$ cat config.mk
export PLATFORM = sky130hd
export DESIGN_NAME = keypad_password_collector
export DESIGN_NICKNAME = d
export VERILOG_FILES = /design/src/rtl/keypad_password_collector.sv
export SDC_FILE = /design/constraint.sdc
export NUM_CORES = 1
export LEC_CHECK = 0
export CORE_UTILIZATION = 45
export DETAILED_ROUTE_END_ITERATION = 10
export PLACE_DENSITY = 0.69
export SKIP_CTS_REPAIR_TIMING = 1
export SLEW_MARGIN = 15
export SYNTH_ARGS = -nofsm -noshare
export SYNTH_HDL_FRONTEND = slang
export SYNTH_SLANG_ARGS = --single-unit
$ cat constraint.sdc
create_clock -name clk -period 2.1 [get_ports clk]
set_input_delay 0.42 -clock clk [delete_from_list [all_inputs] [get_ports clk]]
set_output_delay 0.42 -clock clk [all_outputs]
set_load 0.03 [all_outputs]
$ cat src/rtl/keypad_password_collector.sv
// Collects keypad digits into a BCD password with backspace, clear, enter and an
// inactivity timeout; publishes accepted passwords with a one-cycle strobe.
module keypad_password_collector #(
    parameter int unsigned NUM_DIGITS     = 4,
    parameter int unsigned TIMEOUT_CYCLES = 1000,
    parameter int unsigned TMO_W          = 10
) (
    input  logic                    clk,
    input  logic                    rst,
    input  logic                    enable,
    input  logic                    key_valid,
    input  logic [3:0]              key_code,
    output logic [4*NUM_DIGITS-1:0] password_out,
    output logic                    password_valid,
    output logic                    entry_error,
    output logic [2:0]              digit_count,
    output logic                    busy
);

    localparam int unsigned     W         = 4 * NUM_DIGITS;
    localparam logic [2:0]      FullCount = 3'(NUM_DIGITS);
    localparam logic [TMO_W-1:0] TmoLast  = TMO_W'(TIMEOUT_CYCLES - 1);

    typedef enum logic [1:0] {StIdle, StEntry, StFull} state_e;

    state_e           state;
    logic [W-1:0]     shift_buf;
    logic [TMO_W-1:0] tmo;
    logic             key_acc;
    logic             is_digit;

    always_comb begin
        key_acc  = key_valid & enable;
        is_digit = (key_code <= 4'd9);
    end

    always_ff @(posedge clk or posedge rst) begin
        if (rst) begin
            state          <= StIdle;
            shift_buf      <= '0;
            tmo            <= '0;
            password_out   <= '0;
            password_valid <= 1'b0;
            entry_error    <= 1'b0;
            digit_count    <= '0;
            busy           <= 1'b0;
        end else begin
            password_valid <= 1'b0;
            entry_error    <= 1'b0;
            case (state)
                StIdle: begin
                    tmo <= '0;
                    if (key_acc && is_digit) begin
                        shift_buf   <= W'(key_code);
                        digit_count <= 3'd1;
                        state       <= (NUM_DIGITS == 1) ? StFull : StEntry;
                        busy        <= 1'b1;
                    end
                end
                default: begin
                    if (!enable) begin
                        // Losing enable abandons the entry silently.
                        shift_buf   <= '0;
                        digit_count <= '0;
                        tmo         <= '0;
                        state       <= StIdle;
                        busy        <= 1'b0;
                    end else if (key_valid) begin
                        tmo <= '0;
                        if (is_digit) begin
                            if (state == StEntry) begin
                                shift_buf   <= (shift_buf << 4) | W'(key_code);
                                digit_count <= digit_count + 3'd1;
                                if (digit_count + 3'd1 == FullCount) state <= StFull;
                            end
                        end else begin
                            case (key_code)
                                4'hA: begin
                                    shift_buf   <= shift_buf >> 4;
                                    digit_count <= digit_count - 3'd1;
                                    if (digit_count == 3'd1) begin
                                        state <= StIdle;
                                        busy  <= 1'b0;
                                    end else begin
                                        state <= StEntry;
                                    end
                                end
                                4'hB, 4'hC: begin
                                    if (key_code == 4'hB) begin
                                        if (state == StFull) begin
                                            password_out   <= shift_buf;
                                            password_valid <= 1'b1;
                                        end else begin
                                            entry_error <= 1'b1;
                                        end
                                    end
                                    shift_buf   <= '0;
                                    digit_count <= '0;
                                    state       <= StIdle;
                                    busy        <= 1'b0;
                                end
                                default: ;
                            endcase
                        end
                    end else if (tmo == TmoLast) begin
                        entry_error <= 1'b1;
                        shift_buf   <= '0;
                        digit_count <= '0;
                        tmo         <= '0;
                        state       <= StIdle;
                        busy        <= 1'b0;
                    end else begin
                        tmo <= tmo + 1'b1;
                    end
                end
            endcase
        end
    end

endmodule

==> qor.txt <==
final core utilization - 0.574
register share of total power - 0.430
synthesized-area fraction occupied by ao, oa, aoi and oai cells - 0.126
met2 Resource Use GR - 0.283
DRC violation count after routing - 0
H-Tree Level Count - 2
largest area contributor in the synthesized netlist - dfrtp_1
Leakage Power - 1.45 nW
global-route met1 utilization - 0.258
RSZ-0062 raised after global routing - false
routed via count divided by cell count - 5.35
ranking of synthesized cells by area - dfrtp_1 49%, mux2_4 9.4%, mux2_2 5.7%
power density normalized to cell area - 859 mW/mm²
vias post-DR - 1820
number of enable-type register cells in the synthesized netlist - 0
final max-slew violation count - 0
net switching power - 0.963 mW
Yosys top cell area share - 0.488
global-route met3 utilization - 0.0329
pin count of the biggest net entering global routing - 36
vias in the first global route - 1762
full die area - 0.00600 mm²
number of input and output port buffers inserted - 29
run status - finished clean
top cell family by delay on the critical path - compound AO/OA/AOI/OAI gates
Core Box Area - 0.00551 mm²
Tightest Hold Check Type - in2async
initial standard-cell utilization of the core - 0.466
total wire length after detailed routing - 5.03 mm
category of the worst setup path capture point - register
post-synthesis async set-or-reset flop share - 1.00
clock sink count - 50
share of cell area taken by muxes after synthesis - 0.166
internal power contribution - 1.75 mW
cts bufs inserted - 5
Main synth FF type - dfrtp_1
worst slew margin relative to its limit - 0.731
worst path buffer plus inverter count - 1
max-cap check violation count - 0
proportion of synthesized chip area in sequential cells - 0.488
type of element launching the critical path - input pin
average routed wire per standard cell - 14.8 µm
Syn Nets - 231
highest ir drop seen on vdd - 0.000692 V
initial antenna violation count - 0
length of the first detailed-routing pass in iterations - 4
ratio of cells with drive above 1 in the final layout - 0.265
critical path class - in2reg
post-synthesis share of cell area spent on full adders, half adders and majority gates - 0.0244
die boundary width - 77.5 µm
combinational fraction of design power - 0.349
global-route wire length before repair - 8.69 mm
Clock Tree Root - clkbuf_8
clock latency on the worst-skew pair - 310 ps
Area Overhead vs Synth - 23.2%
total track usage - 0.186
maximum buffer depth of the clock tree - 2
Sw Share - 0.355
remaining global-route overflow - 0
total negative slack for setup checks - 0 ps
number of unique standard cell types used by synthesis - 47
Total Power Consumption - 2.71 mW
final setup fails - 0
worst stage delay on the critical path - 470 ps
fraction of power consumed by the clock network - 0.221
leading cell types in the layout, fill and taps excluded - 50 x dfrtp_1, 29 x clkdlybuf4s50_1, 21 x nor2_1, 21 x buf_4, 16 x mux2_4
Simple-Gate Fraction of Synth Area - 0.134
post-synthesis cell area - 0.00256 mm²
Clock Pin Slew Worst Setup and Hold Paths - 100 ps
highest-utilization routing layer at the global route stage - met2
worst-path cell chain - clkdlybuf4s50_1 > o21ai_1 > nand2_1 > a211oi_4 > nand2_4 > mux2_4
remaining antenna violation count after routing - 0
CTS tree - done
RePlAce Congestion - 0.838
largest fanout of any net on the critical path - 14
number of rows created at floorplan - 27
timing-limited maximum frequency - 508 MHz
Worst Clk Skew - 14.4 ps
number of standard cells after synthesis - 218
Final min period - 1970 ps
library cell contributing the largest single delay on the critical path - clkdlybuf4s50_1
Worst EP arrival - 2160 ps
post-place setup slack - -198 ps
xor/xnor share of the synthesized area - 0.0239
final worst slack - 133 ps
Worst Max-Slew Pin Slew - 404 ps
crit share post-route - 0.937
dominant combinational cell family by area after synthesis - multiplexers
Yosys warning count - 0
number of ports placed on the die boundary - 30
critical path required time - 2290 ps
number of DRC violations after detailed-routing iteration 0 - 97
syn avg cell area - 11.8 µm²
most common library cell in the layout ignoring fill and taps - dfrtp_1
total count of hold-check failures in the final report - 0
Die Ht - 77.5 µm
#FFs+latches synth - 50
antenna diode count - 0
HPWL Detailed - 3.64 mm
final net count - 280
layout make-up:
cell class	count	area, µm²
clock inverter	3	28.8
multi-input combinational	152	1220
clock buffer	5	68.8
sequential	50	1250
tap	72	90.1
timing repair buffer	52	479
inverter	6	22.5
fill	464	2350
registers in the layout (all words and copies together), names as in the netlist:
register	flops
password_out	16
state	2
tmo	10
entry_error	1
password_valid	1
busy	1
shift_buf	16
digit_count	3
cells by family (layout without fill, tap and decap cells):
family | Yosys count | in the layout
muxes | 33 | 33
DFF | 50 | 50
and+or+nand+nor | 63 | 63
adders and majority gates | 5 | 5
xor gates and xnor gates | 7 | 7
buffers and inverters | 16 | 66
AOI/OAI and AO/OA | 44 | 44
through the flow:
stage	cell area (µm²)	hold slack, ps	std cells
after floorplan	2560	455	218
after global placement	3060	485	332
after detailed placement	3060	495	332
after CTS	3150	437	340
after global routing	3160	449	340
final	3160	417	340
routing by layer:
metal	vias up	share of wire
li1	874	-
met1	894	0.49
met2	41	0.46
met3	11	0.033
met4	0	0.026
met5	-	0
synthesized netlist by cell type, drive strengths merged (2+ instances only):
| master | n |
|---|---|
| inv | 6 |
| o211ai | 3 |
| nor2b | 2 |
| nand3 | 6 |
| and3 | 3 |
| a32oi | 3 |
| o21ai | 8 |
| ha | 5 |
| mux2 | 29 |
| a21boi | 2 |
| nor3b | 2 |
| nand4 | 2 |
| a22oi | 8 |
| clkbuf | 3 |
| a21oi | 7 |
| dfrtp | 50 |
| or3 | 2 |
| xor2 | 7 |
| and2 | 6 |
| o2bb2ai | 3 |
| mux2i | 4 |
| nor2 | 21 |
| nor3 | 2 |
| buf | 7 |
| a31oi | 5 |
| nand2 | 13 |
power groups by stage:
stage / registers [mW] / logic [mW] / clock network, mW
2_1_floorplan: 1.23 / 0.609 / 0
3_3_place_gp: 1.18 / 0.933 / 0
3_5_place_dp: 1.18 / 0.948 / 0
4_1_cts: 1.17 / 0.950 / 0.618
5_1_grt: 1.18 / 1.03 / 0.660
6_report: 1.17 / 0.947 / 0.599
final timing paths:
check	depth (start not counted)	startpoint	slack (ps)	to
max reg2reg	6	tmo[0]$_DFF_PP0_	180	shift_buf[4]$_DFFE_PP0P_
max	6	key_code[1]	130	shift_buf[4]$_DFFE_PP0P_
min in group clk	1	tmo[0]$_DFF_PP0_	500	tmo[0]$_DFF_PP0_
max in group asynchronous	3	rst	1180	shift_buf[0]$_DFFE_PP0P_
min reg2reg	1	tmo[0]$_DFF_PP0_	500	tmo[0]$_DFF_PP0_
min	2	rst	420	digit_count[2]$_DFFE_PP0P_
Power figures use the tool's default switching activity.
